**src/rtl/serializador_tx_if.sv**
```systemverilog
// ---------------------------------------------------------------------------
// serializador_tx_if
// Byte-in / bit-out bundle of the transmit serializer.
//   data_in     [7:0] byte offered to the serializer FIFO
//   valid_in          data_in holds a byte to queue
//   ready_out         serializer FIFO can take a byte this cycle
//   data_out          serial bit stream, MSB first
//   byte_strobe       marks the first bit of every byte on data_out
//   comma_out         current byte on data_out is an inserted comma/idle symbol
//   sync_done         initial comma burst has been launched
// master: the byte producer (testbench / upstream logic)
// slave : the serializer itself
// ---------------------------------------------------------------------------
interface serializador_tx_if;
  logic [7:0] data_in;
  logic       valid_in;
  logic       ready_out;
  logic       data_out;
  logic       byte_strobe;
  logic       comma_out;
  logic       sync_done;

  modport master (
    output data_in,
    output valid_in,
    input  ready_out,
    input  data_out,
    input  byte_strobe,
    input  comma_out,
    input  sync_done
  );

  modport slave (
    input  data_in,
    input  valid_in,
    output ready_out,
    output data_out,
    output byte_strobe,
    output comma_out,
    output sync_done
  );
endinterface

```
**src/rtl/serializador_tx.sv**
```systemverilog
// ---------------------------------------------------------------------------
// serializador_tx
// Parallel-to-serial transmit stage feeding the PHY RX lane. Bytes are queued
// in a small FIFO behind a valid/ready handshake and shifted out MSB first,
// one bit per clk_32f. After reset N_SYNC comma symbols are forced so the
// receiver can lock; afterwards the comma doubles as the idle filler.
//   clk_32f   bit clock, all state updates on its rising edge
//   reset     asynchronous, active-low; clears every register immediately
//   bus       serializador_tx_if.slave (data_in/valid_in/ready_out,
//             data_out/byte_strobe/comma_out/sync_done)
// ---------------------------------------------------------------------------
module serializador_tx #(
  parameter int         DEPTH    = 4,
  parameter int         N_SYNC   = 4,
  parameter logic [7:0] IDLE_SYM = 8'hBC
) (
  input  logic               clk_32f,
  input  logic               reset,
  serializador_tx_if.slave   bus
);

  localparam int AW = (DEPTH > 1) ? $clog2(DEPTH) : 1;
  localparam int CW = $clog2(DEPTH + 1);
  localparam int SW = $clog2(N_SYNC + 1);

  typedef enum logic {
    ST_SYNC,
    ST_RUN
  } state_t;

  state_t          r_state;
  logic [7:0]      r_mem [DEPTH];
  logic [AW-1:0]   r_wrPtr;
  logic [AW-1:0]   r_rdPtr;
  logic [CW-1:0]   r_count;
  logic [2:0]      r_bitCnt;
  logic [SW-1:0]   r_syncCnt;
  logic [6:0]      r_shreg;
  logic            r_dataOut;
  logic            r_byteStrobe;
  logic            r_commaOut;
  logic            r_syncDone;

  logic            w_load;
  logic            w_ready;
  logic            w_push;
  logic            w_pop;
  logic [7:0]      w_byte;

  // A load edge starts a new byte. The FIFO is only popped on load edges in
  // RUN, and only from registered contents, so a byte written on the same
  // edge can never be sent in that slot. ready_out is gated by reset so it
  // drops the instant reset is asserted.
  assign w_load  = (r_bitCnt == 3'd0);
  assign w_ready = reset && (r_count != CW'(DEPTH));
  assign w_push  = bus.valid_in && w_ready;
  assign w_pop   = w_load && (r_state == ST_RUN) && (r_count != '0);
  assign w_byte  = w_pop ? r_mem[r_rdPtr] : IDLE_SYM;

  assign bus.ready_out   = w_ready;
  assign bus.data_out    = r_dataOut;
  assign bus.byte_strobe = r_byteStrobe;
  assign bus.comma_out   = r_commaOut;
  assign bus.sync_done   = r_syncDone;

  // FIFO storage needs no reset: flushing the pointers and count is what
  // makes stale entries unreachable.
  always_ff @(posedge clk_32f) begin
    if (w_push) begin
      r_mem[r_wrPtr] <= bus.data_in;
    end
  end

  // Pointer/count bookkeeping, bit timing and the SYNC/RUN state machine.
  // Pointers are AW bits wide so they wrap modulo the power-of-two depth.
  // On a load edge the chosen byte's MSB goes straight to data_out and the
  // remaining seven bits are parked in the shift register; the other seven
  // edges walk that register out. The comma count finishes on the load edge
  // that launches the last sync comma, which is also where RUN begins.
  always_ff @(posedge clk_32f or negedge reset) begin
    if (!reset) begin
      r_state      <= ST_SYNC;
      r_wrPtr      <= '0;
      r_rdPtr      <= '0;
      r_count      <= '0;
      r_bitCnt     <= 3'd0;
      r_syncCnt    <= '0;
      r_shreg      <= 7'd0;
      r_dataOut    <= 1'b0;
      r_byteStrobe <= 1'b0;
      r_commaOut   <= 1'b0;
      r_syncDone   <= 1'b0;
    end else begin
      r_bitCnt <= r_bitCnt + 3'd1;

      if (w_push) begin
        r_wrPtr <= r_wrPtr + AW'(1);
      end
      if (w_pop) begin
        r_rdPtr <= r_rdPtr + AW'(1);
      end
      if (w_push && !w_pop) begin
        r_count <= r_count + CW'(1);
      end else if (!w_push && w_pop) begin
        r_count <= r_count - CW'(1);
      end

      if (w_load) begin
        r_dataOut    <= w_byte[7];
        r_shreg      <= w_byte[6:0];
        r_byteStrobe <= 1'b1;
        if (r_state == ST_SYNC) begin
          r_commaOut <= 1'b1;
          r_syncCnt  <= r_syncCnt + SW'(1);
          if (r_syncCnt == SW'(N_SYNC - 1)) begin
            r_state    <= ST_RUN;
            r_syncDone <= 1'b1;
          end
        end else begin
          r_commaOut <= ~w_pop;
        end
      end else begin
        r_dataOut    <= r_shreg[6];
        r_shreg      <= {r_shreg[5:0], 1'b0};
        r_byteStrobe <= 1'b0;
      end
    end
  end

endmodule

```
**src/flat_wrapper.sv**
```systemverilog
// flat-port wrapper written by rule: the top's interface ports become plain ports
module serializador_tx_flat 
#(
  parameter int         DEPTH    = 4,
  parameter int         N_SYNC   = 4,
  parameter logic [7:0] IDLE_SYM = 8'hBC
)
  (clk_32f, reset, bus_data_in, bus_valid_in, bus_ready_out, bus_data_out, bus_byte_strobe, bus_comma_out, bus_sync_done);
  serializador_tx_if bus_i ();
  input  logic clk_32f;
  input  logic reset;
  input wire logic [$bits(bus_i.data_in)-1:0] bus_data_in;
  input wire logic [$bits(bus_i.valid_in)-1:0] bus_valid_in;
  output wire logic [$bits(bus_i.ready_out)-1:0] bus_ready_out;
  output wire logic [$bits(bus_i.data_out)-1:0] bus_data_out;
  output wire logic [$bits(bus_i.byte_strobe)-1:0] bus_byte_strobe;
  output wire logic [$bits(bus_i.comma_out)-1:0] bus_comma_out;
  output wire logic [$bits(bus_i.sync_done)-1:0] bus_sync_done;
  assign bus_i.data_in = bus_data_in;
  assign bus_i.valid_in = bus_valid_in;
  assign bus_ready_out = bus_i.ready_out;
  assign bus_data_out = bus_i.data_out;
  assign bus_byte_strobe = bus_i.byte_strobe;
  assign bus_comma_out = bus_i.comma_out;
  assign bus_sync_done = bus_i.sync_done;
  serializador_tx #(.DEPTH(DEPTH), .N_SYNC(N_SYNC), .IDLE_SYM(IDLE_SYM)) u_core (.clk_32f(clk_32f), .reset(reset), .bus(bus_i));
endmodule
```
**config.mk**
```make
export PLATFORM = sky130hd
export DESIGN_NAME = serializador_tx_flat
export DESIGN_NICKNAME = d
export VERILOG_FILES = /design/src/rtl/serializador_tx_if.sv /design/src/rtl/serializador_tx.sv /design/src/flat_wrapper.sv
export SDC_FILE = /design/constraint.sdc
export NUM_CORES = 1
export LEC_CHECK = 0
export CORE_MARGIN = 1
export CORE_UTILIZATION = 50
export CTS_CLUSTER_DIAMETER = 100
export DETAILED_ROUTE_END_ITERATION = 16
export PLACE_DENSITY_LB_ADDON = 0.08
export SYNTH_ARGS = -nofsm -noshare
export SYNTH_HDL_FRONTEND = slang
export SYNTH_SLANG_ARGS = --single-unit
```
**constraint.sdc**
```tcl
create_clock -name clk_32f -period 2.1 [get_ports clk_32f]
set_clock_uncertainty 0.1 [all_clocks]
set_input_delay 0.42 -clock clk_32f [delete_from_list [all_inputs] [get_ports clk_32f]]
set_output_delay 0.42 -clock clk_32f [all_outputs]
set_load 0.005 [all_outputs]
```
==> results of run 1 <==
worst reg2reg max path, stage by stage (launching register included):
cell and delay (ps):
dfrtp_1 380, buf_6 120, or3_4 380, nand3_4 110
ha_4 130, inv_2 30, fa_2 320, xor2_1 140
nor2_1 110, xnor2_1 120
cells in the mapped netlist (2+ instances only):
| cell | number |
|---|---|
| edfxtp_1 | 32 |
| ha_1 | 9 |
| inv_1 | 9 |
| mux2_2 | 2 |
| nand2_1 | 3 |
| o21ai_1 | 2 |
| xnor2_1 | 5 |
| nor2_1 | 2 |
| xor2_1 | 3 |
| and2_1 | 4 |
| mux4_2 | 8 |
| o22a_1 | 5 |
| buf_6 | 2 |
| dfrtp_1 | 25 |
registers in the layout (all words and copies together) (netlist names), 2 cells and up:
signal and cells:
u_core.r_mem 32, u_core.r_shreg 7, u_core.r_bitCnt 3, u_core.r_count 3, u_core.r_syncCnt 3, u_core.r_rdPtr 2, u_core.r_wrPtr 2
worst paths after layout:
path | from | endpoint
setup reg to reg | u_core.r_count[0] | u_core.r_count[2]
hold / removal | reset | u_core.bus.sync_done
hold reg to reg | u_core.r_bitCnt[0] | u_core.r_bitCnt[0]
min in group clk_32f | u_core.r_bitCnt[0] | u_core.r_bitCnt[0]
setup / recovery | u_core.r_count[0] | u_core.r_count[2]
max in group asynchronous | reset | u_core.r_shreg[2]
logic make-up after synthesis:
group | Yosys count | share of synthesized area (%)
simple gates | 15 | 4.07
compound gates | 11 | 4.35
buf+inv | 13 | 2.86
fa+ha+maj | 10 | 5.83
xor+xnor | 8 | 3.08
mux | 12 | 10.0
flops | 57 | 69.8
stage by stage:
stage          hold slack, ps  total power (µW)  instance area (µm²)  setup TNS [ps]
2_1_floorplan            24.4              2030                 2300               0
3_3_place_gp              329              2270                 2630            -480
3_5_place_dp              346              2320                 2630            -663
4_1_cts                   219              3220                 2810               0
5_1_grt                   231              3380                 2840           -1.41
6_report                  207              3200                 2840               0
final cells by class:
class,instances,area (µm²)
tap,52,65.1
sequential,57,1590
timing repair buffer,31,322
clock inverter,2,12.5
inverter,10,40.0
multi-input combinational,56,649
fill,318,1520
clock buffer,14,163
metal layers:
layer,part of all wire [%],routed length (µm),track usage (%)
met1,45,1610,21.6
met2,51,1850,27.2
met3,3.0,107,6.54
met4,1.2,45,8.84
met5,0,0,0
layout by cell type (no fill, tap or decap), drive strengths merged:
cell type / synthesis / final
dlygate4sd2: 0 / 2
xor2: 3 / 3
or3: 1 / 1
mux4: 8 / 8
xnor2: 5 / 5
o31a: 1 / 1
clkdlybuf4s50: 0 / 13
fa: 1 / 1
o21a: 1 / 1
mux2: 3 / 3
dfrtp: 25 / 25
nand2: 3 / 3
clkinv: 0 / 1
o21bai: 1 / 1
clkinvlp: 0 / 1
inv: 10 / 10
nor2: 2 / 2
mux2i: 1 / 1
buf: 2 / 16
o22a: 5 / 5
nand3: 1 / 1
o21ai: 2 / 2
clkbuf: 1 / 14
ha: 9 / 9
and2: 4 / 4
nand4: 1 / 1
edfxtp: 32 / 32
o311a: 1 / 1
nor2b: 1 / 1
nand2b: 2 / 2
where the power goes:
| part | total (µW) | internal (µW) | switching [µW] | leakage [µW] |
|---|---|---|---|---|
| combinational | 773 | 469 | 304 | 0.000457 |
| sequential | 1540 | 1410 | 133 | 0.000577 |
| clock | 891 | 492 | 399 | 0.0000867 |
| total | 3200 | 2370 | 836 | 0.00112 |
timing repair:
item | 4_1_cts | 5_1_grt
setup buffers | 1 | 2
resized for setup | 2 | 3
pin swaps | 0 | 4
hold buffers | 0 | 0
endpoints found under the setup margin | 1 | 2
==> results.toml, run 1 <==
[run_status]
outcome = "finished, final reports clean"

[floorplan]
core_um2 = 4350
initial_core_util_pct = 52.2
die_w_um = 69.4
ioPinCount = 16
die_area_um2 = 4820
die_h_um = 69.4
row_count = 24

[timing]
max_freq_mhz = 492
period_minus_slack_ps = 2030
tightest_slew_ps = 470
relSlewSlack_pct = 68.7
layout_setup_ws_ps = 69.3
drv_slew = 0
timing.final.crit_share_pct = 96.7
setup_viol = 0
finalHoldViolCount = 0

[setup_path]
cp_slowest_cell = "dfrtp_1"
cp-end-kind = "flip-flop"
cp_num_buf_inv = 2
worstSetupPathType = "reg -> reg"
worstPathRequired_ps = 2250
rr_worst_depth = 9
r2r_slack_ps = 70
path_delay_family = "simple AND/OR/NAND/NOR gates"
cp.depth = 9
max_stage_delay_ps = 380
crit_chain = "buf_6 > or3_4 > nand3_4 > ha_4 > inv_2 > fa_2 > xor2_1 > nor2_1 > xnor2_1"
arrival_ps = 2180
cp_max_fo = 2
cp-start-kind = "flip-flop"

[clocking]
clock_latency_ps = 320
cts_made_buffers = 9
cts_buffer_depth = 2
clk_pin_slew_ps = 60
clock_sinks = 57
htree_levels = 3
cts_root_buffer = "clkbuf_8"
cts_tree = "yes"

[finish]
diodes = 0
area_growth_pct = 24.8
final_nets = 186
drive_gt1_share_pct = 28.2
final_util_pct = 65.2
stdcell_count = 222

[yosys]
synth_ff_type = "edfxtp_1"
ys_ff_latch = 57
synth_cell_types = 29
yosysSeqAreaShare_pct = 69.8
syn_nets = 147
netlist.area_leader.share_pct = 42.3
synth_area_um2 = 2270
synthArstFlopShare_pct = 43.9
yosysWarnings = 0
synth_top_cell_by_area = "edfxtp_1"
synth_enable_flop_cells = 32
netlist_instances = 126
yosys-top-cells-area = "edfxtp_1 42%, dfrtp_1 28%, mux4_2 7.9%"
postSynthAreaPerCell_um2 = 18.0

[pwr]
power_density_nw_per_um2 = 1130
ir_worst_vdd_mv = 0.558
p_leak_uw = 0.00112

[hold_path]
hold_path.class = "in -> async"

[detailed_routing]
wirelength_um = 3620
routedWlPerCell_um = 16.3
drt_iter0_drc = 33
via_count = 1159
ant_nets = 0
drc_errors = 0
drtPass1Iterations = 3
via_per_inst = 5.22

[global_route]
grt_usage_pct = 17.5
first_global_vias = 1214
overflow = 0
antenna_found_initial = 0
grt_max_degree = 21
grt_pass1_wl_um = 6010

[placement]
io_buffers = 15
routabilityCongestion = 0.700
place_inst = 203
hpwl_um = 2490
dp_slack_ps = -228

[run]
maxCapViolations = 0
No activity file was read; power rests on OpenSTA's default activity.
==> run 2, diff against run 1 <==
==> constraint.sdc (replaced) <==
create_clock -name clk_32f -period 2.18 [get_ports clk_32f]
set_clock_uncertainty 0.1 [all_clocks]
set_input_delay 0.436 -clock clk_32f [delete_from_list [all_inputs] [get_ports clk_32f]]
set_output_delay 0.436 -clock clk_32f [all_outputs]
set_load 0.005 [all_outputs]
==> results.toml, run 2 (synthesized netlist as in run 1, its figures left out) <==
[run_status]
outcome = "finished, final reports clean"

[finish]
drive_gt1_share_pct = 26.1
final_nets = 182
largest_register_ffs = 32
area_growth_pct = 22.5
diodes = 0
top_regs = "u_core.r_mem x32, u_core.r_shreg x7"
layout_common_cells = "32 x edfxtp_1, 24 x dfrtp_1, 14 x clkdlybuf4s50_1"
max_flop_register = "u_core.r_mem"
stdcell_count = 217
final_common_cell = "edfxtp_1"

[setup_path]
critPathLaunch = "u_core.r_count[0]"
rr_endpoint = "u_core.r_count[2]"
worstPathRequired_ps = 1640
cp-end-kind = "output pin"
worstSetupPathType = "reg -> out"
cp_max_fo = 4
rr_worst_depth = 8
critPathCapture = "bus_ready_out"
reg2reg_from = "u_core.r_count[1]"
cp-start-kind = "flip-flop"
r2r_slack_ps = 90
arrival_ps = 1570

[floorplan]
core_um2 = 4350
die_h_um = 69.4
die_area_um2 = 4820
row_count = 24
ioPinCount = 16
initial_core_util_pct = 52.2
die_w_um = 69.4

[detailed_routing]
via_count = 1123
routedWlPerCell_um = 15.9
drt_iter0_drc = 23
ant_nets = 0
drtPass1Iterations = 4
via_per_inst = 5.18
drc_errors = 0
wirelength_um = 3450

[placement]
place_inst = 202
hpwl_um = 2350
io_buffers = 15
routabilityCongestion = 0.707
dp_slack_ps = -222

[pwr]
power_frac_comb_pct = 22.6
ir_worst_vdd_mv = 0.621
pwr-share-clk_pct = 29.2
p_seq_share_pct = 48.2
power_density_nw_per_um2 = 1100
p_sw_uw = 784
p_int_uw = 2280
p_leak_uw = 0.00110
sw_frac_of_total_pct = 25.6
finalPower_uw = 3070

[clocking]
postCtsSetupBuffers = 0
cts_buffer_depth = 2
cts_hold_buf = 0
clock_sinks = 57
clk_pin_slew_ps = 60
clock_latency_ps = 330
cts_made_buffers = 9
htree_levels = 3
cts_root_buffer = "clkbuf_8"
cts_resized = 1
cts_tree = "yes"

[timing]
tightest_slew_ps = 467
setup_tns_ps = 0
finalHoldViolCount = 0
setup_viol = 0
layout_setup_ws_ps = 78.0
hold_ws_ps = 113
period_minus_slack_ps = 2100
relSlewSlack_pct = 68.9
max_freq_mhz = 476
rsz0062_at_grt = "no"
timing.final.crit_share_pct = 96.4
drv_slew = 0

[global_route]
first_global_vias = 1239
overflow = 0
grt_max_degree = 24
antenna_found_initial = 0
grt_pass1_wl_um = 5840
grt_usage_pct = 17.0

[run]
maxCapViolations = 0

[hold_path]
hold_path.class = "in -> async"
==> run 2: changes by cell type in the layout (fill, tap and decap cells not counted), moves of 2 or more <==
cell,previous run,this run
clkinv_2,1,3
clkbuf_8,11,9
clkbuf_1,3,0
buf_4,11,8
==> run 2: metrics by stage <==
| stage | utilization (%) | area (µm²) |
|---|---|---|
| finish | 64.0 | 2790 |
| floorplan | - | 2270 |
| CTS | 63.9 | 2780 |
| global placement | 59.7 | 2600 |
| global route | 64.0 | 2790 |
| detailed placement | 59.7 | 2600 |
==> run 2: worst min-delay path by stage <==
stage	endpoint	depth (start not counted)
after floorplan	u_core.bus.byte_strobe	0
after global placement	u_core.r_bitCnt[0]	1
after detailed placement	u_core.r_bitCnt[0]	1
after global routing	u_core.r_wrPtr[0]	2
after CTS	u_core.r_wrPtr[0]	2
final	u_core.r_wrPtr[0]	2
==> run 2: power by group through the flow <==
stage / Combinational, µW / Sequential (µW) / Clock (µW)
after floorplan: 484 / 1450 / 0
after global placement: 683 / 1480 / 0
after detailed placement: 711 / 1500 / 0
after CTS: 712 / 1480 / 922
after global routing: 765 / 1500 / 965
final: 693 / 1480 / 896
==> run 2: final cells by class <==
| type | instances | area (µm²) |
|---|---|---|
| Clock inverter | 6 | 60.1 |
| Multi-Input combinational cell | 56 | 622 |
| Inverter | 10 | 37.5 |
| Tap cell | 52 | 65.1 |
| Timing Repair Buffer | 27 | 289 |
| Fill cell | 308 | 1570 |
| Clock buffer | 9 | 124 |
| Sequential cell | 57 | 1590 |
==> run 2: critical path: stages, from the launching register on <==
cell	delay [ps]
dfrtp_1	380
buf_4	160
o31a_1	270
clkdlybuf4s50_1	440
==> run 2: per-layer routing <==
| layer | global-route usage (%) | vias up | wire (µm) |
|---|---|---|---|
| li1 | - | 530 | - |
| met1 | 20.1 | 566 | 1510 |
| met2 | 27.0 | 21 | 1730 |
| met3 | 8.28 | 6 | 148 |
| met4 | 6.12 | 0 | 53 |
| met5 | 0 | - | 0 |
==> run 3, diff against run 2 <==
==> constraint.sdc (replaced) <==
create_clock -name clk_32f -period 1.8 [get_ports clk_32f]
set_clock_uncertainty 0.1 [all_clocks]
set_input_delay 0.36 -clock clk_32f [delete_from_list [all_inputs] [get_ports clk_32f]]
set_output_delay 0.36 -clock clk_32f [all_outputs]
set_load 0.005 [all_outputs]
==> results.toml, run 3 (synthesized netlist as in run 1, its figures left out) <==
[clocking]
cts_made_buffers = 9
cts_root_buffer = "clkbuf_8"
htree_levels = 3
cts_hold_buf = 0
cts_tree = "yes"
clock_latency_ps = 320
clock_sinks = 57
clk_pin_slew_ps = 60
cts_buffer_depth = 2

[timing]
max_freq_mhz = 512
tightest_slew_ps = 462
finalHoldViolCount = 0
layout_setup_ws_ps = -153
drv_slew = 0
rsz0062_at_grt = "yes"
timing.final.crit_share_pct = 108
setup_viol = 2
period_minus_slack_ps = 1950
relSlewSlack_pct = 69.2

[global_route]
antenna_found_initial = 0
overflow = 0
first_global_vias = 1285
grt_usage_pct = 18.4
grt_pass1_wl_um = 6380
grt_max_degree = 20

[detailed_routing]
ant_nets = 0
routedWlPerCell_um = 15.8
wirelength_um = 3610
via_per_inst = 5.11
drc_errors = 0
via_count = 1165
drtPass1Iterations = 4
drt_iter0_drc = 41

[finish]
top_regs = "u_core.r_mem x32, u_core.r_shreg x7"
final_common_cell = "edfxtp_1"
diodes = 0
area_growth_pct = 28.7
layout_common_cells = "32 x edfxtp_1, 24 x dfrtp_1, 18 x buf_4, 13 x clkdlybuf4s50_1, 12 x clkbuf_8"
stdcell_count = 228
final_nets = 192
max_flop_register = "u_core.r_mem"
drive_gt1_share_pct = 34.1
largest_register_ffs = 32

[placement]
place_inst = 209
dp_slack_ps = -441
hpwl_um = 2500
routabilityCongestion = 0.687
io_buffers = 15

[setup_path]
worstPathRequired_ps = 1910
arrival_ps = 2060
cp-end-kind = "flip-flop"
worstSetupPathType = "reg -> reg"
cp_max_fo = 3
cp-start-kind = "flip-flop"

[pwr]
finalPower_uw = 3920
p_leak_uw = 0.00117
power_density_nw_per_um2 = 1340
ir_worst_vdd_mv = 0.662

[run_status]
violations = "negative setup slack"
outcome = "finished with violations"

[floorplan]
die_w_um = 69.4
initial_core_util_pct = 52.2
die_area_um2 = 4820
ioPinCount = 16
die_h_um = 69.4
row_count = 24
core_um2 = 4350

[run]
maxCapViolations = 0

[hold_path]
hold_path.class = "in -> async"
## run 3: cell types whose count changed in the layout (fill, tap and decap cells not counted), sizes merged
cell / before / now
clkdlybuf4s50: 14 / 13
clkinvlp: 2 / 0
clkinv: 3 / 1
buf: 12 / 22
clkbuf: 9 / 15
## run 3: layout make-up
class	instances	area [µm²]
Inverter	10	40.0
Multi-Input combinational cell	56	666
Tap cell	52	65.1
Sequential cell	57	1590
Fill cell	328	1430
Clock inverter	2	35.0
Timing Repair Buffer	37	359
Clock buffer	14	173
## run 3: routing by layer
layer	track usage [%]	vias up	routed length (µm)
met5	0	-	0
met4	5.44	0	32
met3	8.43	4	166
met2	28.4	26	1870
met1	23.6	587	1550
li1	-	548	-
## run 3: worst max-delay path, cell delays in order (launching register included)
cell and delay [ps]:
dfrtp_2 420, or3_4 390, nand3_4 100, ha_4 130, inv_2 30, fa_2 390
mux2_4 270
## run 3: worst paths after layout
| check | startpoint | end | slack (ps) | depth (start not counted) |
|---|---|---|---|---|
| max | u_core.r_count[0] | u_core.r_count[1] | -150 | 6 |
| min | reset | u_core.r_count[1] | 80 | 2 |
| max reg2reg | u_core.r_count[0] | u_core.r_count[1] | -150 | 6 |
| min reg2reg | u_core.r_bitCnt[2] | u_core.r_bitCnt[2] | 370 | 1 |
| max in group asynchronous | reset | u_core.r_shreg[1] | 1250 | 2 |
| min in group clk_32f | u_core.r_bitCnt[2] | u_core.r_bitCnt[2] | 370 | 1 |
## run 3: where the power goes
group / total [µW] / internal (µW) / leakage (µW) / switching, µW
sequential: 1790 / 1640 / 0.000576 / 144
clock: 1210 / 751 / 0.000107 / 455
combinational: 931 / 564 / 0.000485 / 367
## run 3: timing repair
item	CTS	global route
buffers inserted	1	2
pin swaps	5	0
setup endpoints to repair	3	3
cloned	0	0
resized for setup	5	4
## run 3: metrics by stage
stage | hold WS (ps) | setup TNS, ps | utilization [%] | instance area [µm²]
final | 80.6 | -298 | 67.2 | 2930
after CTS | 81.2 | -445 | 66.8 | 2910
after detailed placement | 355 | -8590 | 61.6 | 2680
after global routing | 81.5 | -441 | 67.2 | 2930
after floorplan | -35.6 | -552 | - | 2300
after global placement | 333 | -7860 | 61.6 | 2680
